**src/rtl/usr_pkg.sv**
```systemverilog
// Shared definitions for the universal shift register: operation codes and FSM states.
package usr_pkg;

    typedef enum logic [2:0] {
        OP_HOLD  = 3'd0,
        OP_LOAD  = 3'd1,
        OP_SHL   = 3'd2,
        OP_SHR   = 3'd3,
        OP_ROL   = 3'd4,
        OP_ROR   = 3'd5,
        OP_ASR   = 3'd6,
        OP_CLEAR = 3'd7
    } op_e;

    typedef enum logic {
        StIdle = 1'b0,
        StRun  = 1'b1
    } state_e;

    function automatic logic is_shift(op_e op);
        return (op == OP_SHL) || (op == OP_SHR) || (op == OP_ROL) ||
               (op == OP_ROR) || (op == OP_ASR);
    endfunction

endpackage

```
**src/rtl/usr_step.sv**
```systemverilog
// Combinational single-bit step of a shift/rotate operation; non-shift ops pass q through.
module usr_step
    import usr_pkg::*;
#(
    parameter int unsigned WIDTH = 8
) (
    input  logic [WIDTH-1:0] q,
    input  op_e              op,
    input  logic             sin_l,
    input  logic             sin_r,
    output logic [WIDTH-1:0] q_next
);

    always_comb begin
        q_next = q;
        case (op)
            OP_SHL:  q_next = {q[WIDTH-2:0], sin_r};
            OP_SHR:  q_next = {sin_l, q[WIDTH-1:1]};
            OP_ROL:  q_next = {q[WIDTH-2:0], q[WIDTH-1]};
            OP_ROR:  q_next = {q[0], q[WIDTH-1:1]};
            OP_ASR:  q_next = {q[WIDTH-1], q[WIDTH-1:1]};
            default: q_next = q;
        endcase
    end

endmodule

```
**src/rtl/univ_shift_reg.sv**
```systemverilog
// Universal shift register: single-cycle load/clear/hold, multi-cycle shifts of up to WIDTH steps.
module univ_shift_reg
    import usr_pkg::*;
#(
    parameter int unsigned WIDTH = 8,
    parameter int unsigned CNT_W = $clog2(WIDTH + 1)
) (
    input  logic             clk,
    input  logic             rst_n,
    input  logic             start,
    input  logic [2:0]       op,
    input  logic [CNT_W-1:0] amt,
    input  logic [WIDTH-1:0] d,
    input  logic             sin_l,
    input  logic             sin_r,
    output logic [WIDTH-1:0] q,
    output logic             busy,
    output logic             done,
    output logic             sout_l,
    output logic             sout_r
);

    localparam logic [CNT_W-1:0] MaxAmt = CNT_W'(WIDTH);

    state_e           state_q;
    logic [CNT_W-1:0] cnt_q;
    op_e              op_q;
    logic [WIDTH-1:0] q_q;
    logic [WIDTH-1:0] q_step;
    logic             done_q;
    op_e              op_in;
    logic [CNT_W-1:0] amt_eff;

    assign op_in   = op_e'(op);
    assign amt_eff = (amt > MaxAmt) ? MaxAmt : amt;

    // Step logic always works on the latched op so mid-run changes on op are invisible.
    usr_step #(
        .WIDTH(WIDTH)
    ) u_step (
        .q      (q_q),
        .op     (op_q),
        .sin_l  (sin_l),
        .sin_r  (sin_r),
        .q_next (q_step)
    );

    always_ff @(posedge clk or negedge rst_n) begin
        if (!rst_n) begin
            state_q <= StIdle;
            cnt_q   <= '0;
            op_q    <= OP_HOLD;
            q_q     <= '0;
            done_q  <= 1'b0;
        end else begin
            done_q <= 1'b0;
            case (state_q)
                StIdle: begin
                    if (start) begin
                        if (is_shift(op_in)) begin
                            if (amt_eff == '0) begin
                                done_q <= 1'b1;
                            end else begin
                                state_q <= StRun;
                                cnt_q   <= amt_eff;
                                op_q    <= op_in;
                            end
                        end else begin
                            if (op_in == OP_LOAD) begin
                                q_q <= d;
                            end else if (op_in == OP_CLEAR) begin
                                q_q <= '0;
                            end
                            done_q <= 1'b1;
                        end
                    end
                end
                StRun: begin
                    q_q   <= q_step;
                    cnt_q <= cnt_q - CNT_W'(1);
                    if (cnt_q == CNT_W'(1)) begin
                        state_q <= StIdle;
                        done_q  <= 1'b1;
                    end
                end
                default: state_q <= StIdle;
            endcase
        end
    end

    assign q      = q_q;
    assign busy   = (state_q == StRun);
    assign done   = done_q;
    assign sout_l = q_q[WIDTH-1];
    assign sout_r = q_q[0];

endmodule
```
**config.mk**
```make
export PLATFORM = sky130hd
export DESIGN_NAME = univ_shift_reg
export DESIGN_NICKNAME = d
export VERILOG_FILES = /design/src/rtl/usr_pkg.sv /design/src/rtl/usr_step.sv /design/src/rtl/univ_shift_reg.sv
export SDC_FILE = /design/constraint.sdc
export NUM_CORES = 1
export LEC_CHECK = 0
export CAP_MARGIN = 20
export CORE_ASPECT_RATIO = 0.75
export CORE_MARGIN = 4
export CORE_UTILIZATION = 53
export CTS_CLUSTER_DIAMETER = 80
export DETAILED_ROUTE_END_ITERATION = 7
export PLACE_DENSITY = 0.94
export REMOVE_ABC_BUFFERS = 1
export SLEW_MARGIN = 20
export SYNTH_ARGS = -nofsm -noshare
export SYNTH_HDL_FRONTEND = slang
export SYNTH_HIERARCHICAL = 1
export SYNTH_SLANG_ARGS = --single-unit
```
**constraint.sdc**
```tcl
create_clock -name clk -period 2.99 [get_ports clk]
set_input_delay 0.299 -clock clk [delete_from_list [all_inputs] [get_ports clk]]
set_output_delay 0.299 -clock clk [all_outputs]
set_load 0.01 [all_outputs]
```
==> results.toml, run 1 <==
[run_status]
status = "completed"

[clock_network]
clock_sinks = 17
holdBufCountCts = 0
cts_resized = 0
htreeDepth = 1
clock_path_buffers = 2
cts_made_buffers = 3
cts_tree = "yes"
postCtsSetupRepairBufs = 0
cts-root-buf = "clkbuf_4"
insertion_delay_ns = 0.30
clkSlewWorstSetupHoldPaths_ns = 0.11

[grt]
grt_pass1_wl_mm = 4.75
antenna_found_initial = 0
grt_pass1_vias = 1013
overflow = 0
grt_max_degree = 20
grt_usage_pct = 18.6

[yosys]
synthFlopType = "dfrtp_1"
synth_compound_area_share_pct = 21.9
synth_area_per_cell_um2 = 10.5
yosys.area_share.simple_pct = 20.0
yosysTopAreaCellShare_pct = 32.8
syn_inst = 123
synth_top_family_by_area = "compound AO/OA/AOI/OAI gates"
synthArstFlopShare_pct = 100
ys_types = 42
synthAdderAreaFrac_pct = 1.93
synth_area_um2 = 1300
yosysTopAreaCell = "dfrtp_1"
synthMuxAreaShare_pct = 10.4
yosysSeqAreaShare_pct = 32.8
yosysWarnings = 6
synth_edf_count = 0
ys_top_cells_by_area = "dfrtp_1 33%, a221o_1 10%, mux2i_1 6.9%, and2_1 3.9%, buf_6 3.5%"
synth_xor_xnor_area_share_pct = 4.15
synth-seq-cells = 17

[placed_design]
place_ws_ns = 0.874
port_buffers = 31
place_hpwl_mm = 2.26
gp_congestion = 0.870

[sta]
post-route-period-util_pct = 65.1
fin_ws_ns = 1.04
tightest_slew_ns = 0.843
max_freq_mhz = 514
slew_violations = 0
fin_setup_tns_ns = 0
fin_skew_ns = 0.00805
rsz0062_at_grt = "false"
setup_viol_count_final = 0
min_period_ns = 1.95
hold_viol = 0
relSlewSlack_pct = 43.5

[final_layout]
finalNetCount = 171
n_antenna_cell = 0
nFillCells = 185
area_delta_synth_final_pct = 21.8
drive_gt1_share_pct = 10.8
final_common_cell = "clkdlybuf4s50_1"
final_cell_mix = "31 x clkdlybuf4s50_1, 17 x dfrtp_1, 13 x a221o_1, 11 x nor2_1, 9 x mux2i_1"

[flow_run]
cap_violations = 0

[critical_path]
worst-setup-path-type = "reg -> out"
slowest_stage = "dfrtp_1"
reg2regPathDepth = 5
required_ns = 2.69
critical_path_arrival_ns = 1.65
setup.worst_path.start_class = "register"
crit_family = "flip-flops"
path_cells = "clkdlybuf4s50_1"
max_stage_delay_ns = 0.70
startpoint = "busy"
r2r-start = "op_q[0]"
worstPathMaxFanout = 19
rr_endpoint = "q[6]"
endpoint = "busy"
crit_buf_inv = 1
cp.depth = 1
rrSetupSlack_ns = 1.06
endpoint_kind = "primary output"

[power]
total_power_mw = 1.51
peakVddDrop_mv = 0.568
p_per_area_nw_per_um2 = 955
p_leak_nw = 0.649

[route]
finalWirelength_mm = 2.96
vias = 1088
remaining_drc_errors = 0
wl_per_cell_um = 16.2
ant_nets = 0
viasPerCell = 5.98
drtIter0Drc = 73
dr.pass1.iters = 4

[hold_path]
min_path_type = "in -> async"

[die]
core_area_um2 = 2310
die_w_um = 65.1
fp-row-count = 15
initial_core_util_pct = 56.2
ios = 32
fp.dieArea_um2 = 3310
fp.dieH_um = 50.9
final cells by class:
| type | count | area, um2 | share of cell area (%) |
|---|---|---|---|
| clock buffers | 4 | 26.3 | 1.66 |
| well taps | 34 | 42.5 | 2.69 |
| inverters | 5 | 18.8 | 1.19 |
| multi-input cells | 91 | 757 | 47.9 |
| repair buffers | 31 | 310 | 19.6 |
| flip-flops and latches | 17 | 425 | 26.9 |
state kept, by name (all words and copies together), names as in the netlist:
name	count
q	8
busy	1
done	1
cnt_q	4
op_q	3
cell usage after synthesis (2+ instances only):
cell	instances
o31ai_1	2
mux2i_1	9
buf_4	3
inv_1	5
a21oi_1	2
o21ai_0	3
a211o_1	2
a22oi_1	2
mux2_2	4
nor4_4	2
nand3_1	2
nand2_1	4
buf_6	4
o2bb2ai_1	2
nor3_1	2
and2_1	8
xnor2_1	2
dfrtp_1	17
nor2_1	11
a31oi_1	2
ha_1	2
a221o_1	13
worst min-delay path by stage:
stage	from	end	slack [ns]	cells after the start
finish	rst_n	q[4]	0.44	1
global route	rst_n	q[4]	0.49	1
CTS	rst_n	q[4]	0.47	1
detailed placement	cnt_q[0]	cnt_q[0]	0.57	1
global placement	cnt_q[0]	cnt_q[0]	0.56	1
floorplan	rst_n	busy	0.003	0
power by group:
part	leakage, nW	internal, mW	switching (mW)	total (mW)
Clock	0.0150	0.0520	0.0757	0.128
Sequential	0.214	0.334	0.225	0.559
Combinational	0.420	0.483	0.339	0.822
routing by layer:
metal / routed length (um) / global-route usage, %
met1: 1380 / 24.7
met2: 1380 / 29.7
met3: 147 / 4.40
met4: 47 / 6.90
met5: 0 / 0
metrics by stage:
step	util (%)	hold WS, ns	cell area, um2	cells
global placement	67.3	0.556	1550	178
detailed placement	67.3	0.566	1550	178
global route	68.5	0.492	1580	182
finish	68.5	0.438	1580	182
CTS	68.5	0.469	1580	182
floorplan	-	0.00341	1200	113
kinds of logic after synthesis:
group,Yosys count
xor+xnor,4
compound gates,34
flops,17
fa+ha+maj,2
simple gates,38
mux,13
buf+inv,15
(Power assumes the default switching activity.)
==> run 2, diff against run 1 <==
--- a/config.mk
+++ b/config.mk
@@ -8,10 +8,10 @@
 export CAP_MARGIN = 20
 export CORE_ASPECT_RATIO = 0.75
 export CORE_MARGIN = 4
-export CORE_UTILIZATION = 53
+export CORE_UTILIZATION = 49
 export CTS_CLUSTER_DIAMETER = 80
 export DETAILED_ROUTE_END_ITERATION = 7
-export PLACE_DENSITY = 0.94
+export PLACE_DENSITY = 0.88
 export REMOVE_ABC_BUFFERS = 1
 export SLEW_MARGIN = 20
 export SYNTH_ARGS = -nofsm -noshare
==> constraint.sdc (replaced) <==
create_clock -name clk -period 1.85 [get_ports clk]
set_input_delay 0.185 -clock clk [delete_from_list [all_inputs] [get_ports clk]]
set_output_delay 0.185 -clock clk [all_outputs]
set_load 0.01 [all_outputs]
==> run 2 against run 1 <==
Critical endpoint is now q[2]. Design area increased by 5.3%. Routed wire length increased by 6.2%. Clock power increased by 60%. Non-clock buffer count increased by 11. Register-to-register slack got worse by 0.94 ns. Sequential power increased by 52%. Clock skew decreased by 0.00093 ns. Hold slack got worse by 0.23 ns. Critical path depth increased by 4. Sequential share of layout area decreased by 1.3 points.
==> results.toml, run 2 (same netlist as run 1, synthesis figures left out) <==
[final_layout]
final_cell_mix = "31 x clkdlybuf4s50_1, 16 x dfrtp_1, 13 x a221o_1, 11 x nor2_1, 11 x buf_4"
nFillCells = 192
finalNetCount = 182
fin_area_um2 = 1660
final_common_cell = "clkdlybuf4s50_1"
drive_gt1_share_pct = 17.6
n_antenna_cell = 0
utilization_pct = 69.3
area_delta_synth_final_pct = 28.3
seq_area_um2 = 427
multiInputGateArea_um2 = 757
largest_reg_flops = 8

[die]
die_w_um = 67.4
ios = 32
core_area_um2 = 2400
fp.dieArea_um2 = 3540
initial_core_util_pct = 54.0
fp-row-count = 15
fp.dieH_um = 52.6

[placed_design]
place_hpwl_mm = 2.38
place_ws_ns = -0.0232
placed_cell_area_um2 = 1640
gp_congestion = 0.816
port_buffers = 31

[grt]
grt_pass1_vias = 1107
overflow = 0
top_usage_layer = "met2"
use_met2_pct = 31.5
grt_pass1_wl_mm = 5.20
antenna_found_initial = 0
grt_use_met3_pct = 4.94
grt_usage_pct = 20.0
grtUsageMet1_pct = 26.3
grt_max_degree = 19

[critical_path]
worst-setup-path-type = "reg -> reg"
slowest_stage = "dfrtp_1"
crit_path_frequent_cell = "a221o_1"
max_stage_delay_ns = 0.53
endpoint_kind = "register"
crit_buf_inv = 0
setup.worst_path.start_class = "register"
required_ns = 2.04
worstPathMaxFanout = 10
reg2regPathDepth = 5
critical_path_arrival_ns = 1.91
cp.depth = 5
crit_family = "compound AO/OA/AOI/OAI gates"
path_cells = "nand2_1 -> nor2_1 -> a221o_1 -> and2_1 -> a221o_1"

[clock_network]
clock_sinks = 17
cts-root-buf = "clkbuf_4"
clkSlewWorstSetupHoldPaths_ns = 0.10
insertion_delay_ns = 0.30
cts_made_buffers = 3
htreeDepth = 1
cts_tree = "yes"
clock_path_buffers = 2
postCtsSetupRepairBufs = 0
holdBufCountCts = 0

[route]
remaining_drc_errors = 0
viasPerCell = 5.80
ant_nets = 0
wl_per_cell_um = 16.3
finalWirelength_mm = 3.14
drtIter0Drc = 61
vias = 1120
dr.pass1.iters = 4

[flow_run]
cap_violations = 0

[sta]
relSlewSlack_pct = 73.6
slew_violations = 0
tightest_slew_ns = 0.393
fin_ws_ns = 0.122
min_period_ns = 1.73
rsz0062_at_grt = "false"
fin_skew_ns = 0.00713
fin_setup_tns_ns = 0
setup_viol_count_final = 0
max_freq_mhz = 579
post-route-period-util_pct = 93.4
hold_viol = 0

[power]
p_leak_nw = 0.703
p_per_area_nw_per_um2 = 1520
peakVddDrop_mv = 0.769

[run_status]
status = "completed"

[hold_path]
min_path_type = "in -> async"
[run 2: cell types whose count changed in the layout (fill, tap and decap cells not counted), sizes merged]
cell	delta
buf	+11
[run 2: worst paths after layout]
check	start	to	slack [ns]
max in group asynchronous	rst_n	op_q[0]	1.44
max	op_q[2]	q[2]	0.12
max reg2reg	op_q[2]	q[2]	0.12
min	rst_n	cnt_q[0]	0.20
min in group clk	d[3]	q[3]	0.50
min reg2reg	cnt_q[3]	cnt_q[3]	0.59
[run 2: worst register-to-register path, stage by stage, from the launching register on]
cell and delay, ns:
dfrtp_1 0.53, nand2_1 0.20, nor2_1 0.11, a221o_1 0.36, and2_1 0.15, a221o_1 0.25
[run 2: layer usage]
metal	wire length, um	up-vias
li1	-	535
met1	1410	539
met2	1520	44
met3	177	2
met4	27	0
met5	0	-
[run 2: layout make-up]
class | instances | area share [%]
Multi-Input combinational cell | 91 | 45.5
Tap cell | 34 | 2.56
Inverter | 5 | 1.13
Timing Repair Buffer | 42 | 23.6
Clock buffer | 4 | 1.58
Sequential cell | 17 | 25.6
[run 2: report_power, final]
group          internal, mW  switching, mW
sequential            0.544          0.306
combinational         0.856          0.624
clock                0.0840          0.121
total                  1.48           1.05
[run 2: stage by stage]
step	hold slack [ns]	total power, mW	cells
floorplan	-0.111	1.73	113
global placement	0.535	2.26	189
detailed placement	0.528	2.32	189
CTS	0.207	2.53	193
global route	0.219	2.74	193
finish	0.203	2.53	193
[run 2: what timing repair did]
| action | 4_1_cts | 5_1_grt |
|---|---|---|
| endpoints found under the hold margin | 0 | 0 |
| setup endpoints to repair | 1 | 0 |
| resized for setup | 1 | 0 |
==> run 3, diff against run 2 <==
--- a/config.mk
+++ b/config.mk
@@ -6,7 +6,7 @@
 export NUM_CORES = 1
 export LEC_CHECK = 0
 export CAP_MARGIN = 20
-export CORE_ASPECT_RATIO = 0.75
+export CORE_ASPECT_RATIO = 1.25
 export CORE_MARGIN = 4
 export CORE_UTILIZATION = 49
 export CTS_CLUSTER_DIAMETER = 80
==> run 3 against run 2 <==
Clock-buffer cell count unchanged. Critical path depth unchanged. Critical endpoint is now q[1]. Hold slack better by 0.0078 ns.
==> results.toml, run 3 (same netlist as run 1, synthesis figures left out) <==
[critical_path]
rrSetupSlack_ns = 0.13
reg2regPathDepth = 5
path_cells = "xnor2_4 -> nor2_1 -> a221o_1 -> and2_1 -> a221o_1"
slowest_stage = "dfrtp_1"
worst-setup-path-type = "reg -> reg"
setup.worst_path.start_class = "register"
rr_endpoint = "q[1]"
crit_family = "flip-flops"
critical_path_arrival_ns = 1.91
required_ns = 2.04
r2r-start = "op_q[2]"
endpoint_kind = "register"
crit_path_frequent_cell = "a221o_1"
max_stage_delay_ns = 0.53
worstPathMaxFanout = 10
crit_buf_inv = 0

[die]
core_area_um2 = 2480
fp.dieArea_um2 = 3540
die_w_um = 54.0
fp.dieH_um = 65.5
fp-row-count = 20
ios = 32
initial_core_util_pct = 52.4

[sta]
post-route-period-util_pct = 93.1
fin_setup_tns_ns = 0
max_freq_mhz = 581
min_period_ns = 1.72
relSlewSlack_pct = 74.2
setup_viol_count_final = 0
tightest_slew_ns = 0.384
fin_skew_ns = 0.00289
rsz0062_at_grt = "false"
slew_violations = 0
hold_viol = 0

[final_layout]
n_antenna_cell = 0
nFillCells = 194
drive_gt1_share_pct = 18.1
final_cell_mix = "31 x clkdlybuf4s50_1, 16 x dfrtp_1, 13 x a221o_1, 11 x nor2_1, 11 x buf_4"
fin_area_um2 = 1680
largest_reg_flops = 8
area_delta_synth_final_pct = 29.7
final_common_cell = "clkdlybuf4s50_1"
finalNetCount = 183

[grt]
grt_usage_pct = 19.2
grt_pass1_wl_mm = 5.07
grt_pass1_vias = 1138
grt_max_degree = 18
antenna_found_initial = 0
overflow = 0

[route]
remaining_drc_errors = 0
wl_per_cell_um = 15.9
dr.pass1.iters = 4
ant_nets = 0
vias = 1123
finalWirelength_mm = 3.07
viasPerCell = 5.82
drtIter0Drc = 22

[flow_run]
cap_violations = 0

[placed_design]
gp_congestion = 0.839
place_hpwl_mm = 2.38
port_buffers = 31
placed_cell_area_um2 = 1660

[power]
total_power_mw = 2.60
p_per_area_nw_per_um2 = 1540
peakVddDrop_mv = 0.845
p_leak_nw = 0.712

[clock_network]
clkSlewWorstSetupHoldPaths_ns = 0.10
htreeDepth = 1
clock_sinks = 17
cts-root-buf = "clkbuf_4"
cts_tree = "yes"
cts_made_buffers = 3
clock_path_buffers = 2
insertion_delay_ns = 0.30

[run_status]
status = "completed"

[hold_path]
min_path_type = "in -> async"
run 3: cell types whose count changed in the layout (fill, tap and decap cells not counted), sizes merged:
cell / previous run / this run
buf: 11 / 12
run 3: area by class of cell:
type | count | area, um2 | share of cell area, %
Timing Repair Buffer | 43 | 413 | 24.5
Clock buffer | 4 | 26.3 | 1.56
Multi-Input combinational cell | 91 | 757 | 45.0
Inverter | 5 | 18.8 | 1.12
Sequential cell | 17 | 427 | 25.4
Tap cell | 33 | 41.3 | 2.45
run 3: how the worst max path moves through the flow:
| stage | startpoint | cells after the start | endpoint |
|---|---|---|---|
| 2_1_floorplan | op_q[0] | 5 | q[4] |
| 3_3_place_gp | op[2] | 4 | op_q[1] |
| 3_5_place_dp | op[2] | 4 | op_q[0] |
| 4_1_cts | op_q[1] | 5 | q[2] |
| 5_1_grt | op_q[2] | 5 | q[5] |
| 6_report | op_q[2] | 5 | q[1] |
run 3: worst reg2reg max path, cell delays in order (launching register included):
cell and delay, ns:
dfrtp_1 0.53, xnor2_4 0.31, nor2_1 0.09, a221o_1 0.27
and2_1 0.15, a221o_1 0.25
run 3: stage by stage:
step                instances  utilization (%)  hold slack, ns  worst slack, ns
floorplan                 113                -          -0.111            0.193
global placement          189             66.8           0.530            0.126
detailed placement        189             66.8           0.544           0.0285
CTS                       193             67.9           0.216           0.0718
global route              193             67.9           0.239           0.0182
finish                    193             67.9           0.211            0.128
run 3: routing by layer:
layer  share of wire [%]  GRT usage (%)  wire, um  up-vias
met3                 6.2           3.17       191        4
li1                    -              -         -      539
met4                0.94           9.03        29        0
met2                  53           34.1      1640       44
met5                   0              0         0        -
met1                  40           21.4      1220      536
run 3: power breakdown:
group	switching [mW]	total (mW)	leakage (nW)	internal, mW
logic	0.668	1.57	0.484	0.898
clock network	0.127	0.211	0.0150	0.0841
registers	0.275	0.820	0.212	0.545
total	1.07	2.60	0.712	1.53
run 3: what timing repair did:
| action | CTS | global route |
|---|---|---|
| endpoints found under the setup margin | 0 | 4 |
| hold buffers | 0 | 0 |
| resized for setup | 0 | 1 |
| buffers inserted | 0 | 0 |
==> patch: new RTL, config.mk and constraints of run 2 <==
Put a register stage on the outputs `busy`, `sout_l` and `sout_r`, without a reset. The values now appear one clock later. The other outputs are not delayed to match.
--- a/src/rtl/univ_shift_reg.sv
+++ b/src/rtl/univ_shift_reg.sv
@@ -89,9 +89,11 @@
     end
 
     assign q      = q_q;
-    assign busy   = (state_q == StRun);
     assign done   = done_q;
-    assign sout_l = q_q[WIDTH-1];
-    assign sout_r = q_q[0];
+    always_ff @(posedge clk) begin
+        busy   <= (state_q == StRun);
+        sout_l <= q_q[WIDTH-1];
+        sout_r <= q_q[0];
+    end
 
 endmodule
Check against the original RTL: not equivalent (Yosys sat finds a counterexample within 4 cycles, from zero or initial values and one cycle with rst_n low).
==> patch against run 2 <==
Total power is 8.2% higher. Sequential cell count is 3 higher. Setup slack worse by 0.019 ns. Cell area is 4.7% higher. Sequential share of layout area is 2.4 points higher. Wire length is 4.9% lower. Synthesized area is 3.5% higher. First-iteration DRC count is 13% higher. Highest routed layer unchanged. Global-route usage is 2.2 points lower. Non-clock buffer count is 2 lower.
==> patch: results (changes against run 2) <==
----------------------------------------------------
[Outcome]
  Run status ... complete, no violations (unchanged)

[Critical path]
  Arrival @ worst endpoint ... 1.89 ns (was 1.91 ns)

[Synth]
  Compound-Gate Fraction of Synth Area ... 0.212 (was 0.219)
  Share of synthesized cell area in full adder, half adder and majority cells ... 0.0186 (was 0.0193)
  Share of flip-flops with an asynchronous set or reset after synthesis ... 0.850 (was 1.00)
  Library cells used by synthesis ... 43 (was 42)
  Part of the Yosys area used for sequential elements ... 0.362 (was 0.328)
  Avg Synthesized Cell Area ... 10.8 um2 (was 10.5 um2)
  Xor and xnor area share after synthesis ... 0.0401 (was 0.0415)
  Ranking of synthesized cells by area ... dfrtp_1, a221o_1, mux2i_1, dfxtp_1, and2_1 (was dfrtp_1, a221o_1, mux2i_1, and2_1, buf_6)

[GRT]
  GRT Resource Usage Total ... 0.178 (was 0.200)
  Via count of the first global-routing pass ... 1,054 (was 1,107)
  Wire length of the first global-routing pass ... 4.78 mm (was 5.20 mm)

[Pwr]
  Switching share of total power ... 0.391 (was 0.414)
  Power of the combinational group ... 0.00144 W (was 0.00148 W)

[STA]
  Worst slew pin tran ... 0.412 ns (was 0.393 ns)
  Clock skew after layout ... 0.00551 ns (was 0.00713 ns)

[Final layout]
  Share of post-route cells with drive strength above 1 ... 0.175 (was 0.176)
  Filler cells ... 217 (was 192)

[Route]
  Routed met2 length ... 1.48 mm (was 1.52 mm)
  Routed via count divided by cell count ... 5.90 (was 5.80)
  Routed WL ... 2.98 mm (was 3.14 mm)
  Iteration-0 DRC Markers ... 69 (was 61)
  Detailed-route wire length on metal 1 ... 1.23 mm (was 1.41 mm)

[Placed design]
  Total instance count after detailed placement ... 192 (was 189)
  Routability congestion estimate from global placement ... 0.857 (was 0.816)

----------------------------------------------------
-- patch: changes by cell type in the layout (fill, tap and decap cells not counted) --
cell,run 2,this run
dfxtp_1,0,3
buf_4,11,9
clkbuf_1,1,0
clkbuf_8,0,4
clkbuf_4,3,0
dfrtp_1,16,15
dfrtp_2,1,2
-- patch: stage by stage --
stage	util	area, um2	hold slack, ns	total power (W)	setup slack, ns
after CTS	0.663	1740	0.251	0.00274	0.0119
after detailed placement	0.642	1680	0.479	0.00240	0.0267
after global routing	0.664	1740	0.261	0.00294	0.0172
after global placement	0.642	1680	0.476	0.00232	0.0621
after floorplan	-	1260	-0.111	0.00183	0.193
final	0.664	1740	0.248	0.00274	0.103
-- patch: cell type report --
| cell class | count | share of cell area |
|---|---|---|
| multi-input cells | 91 | 0.435 |
| flip-flops and latches | 20 | 0.280 |
| repair buffers | 40 | 0.217 |
| clock buffers | 4 | 0.0316 |
| well taps | 36 | 0.0259 |
| inverters | 5 | 0.0108 |
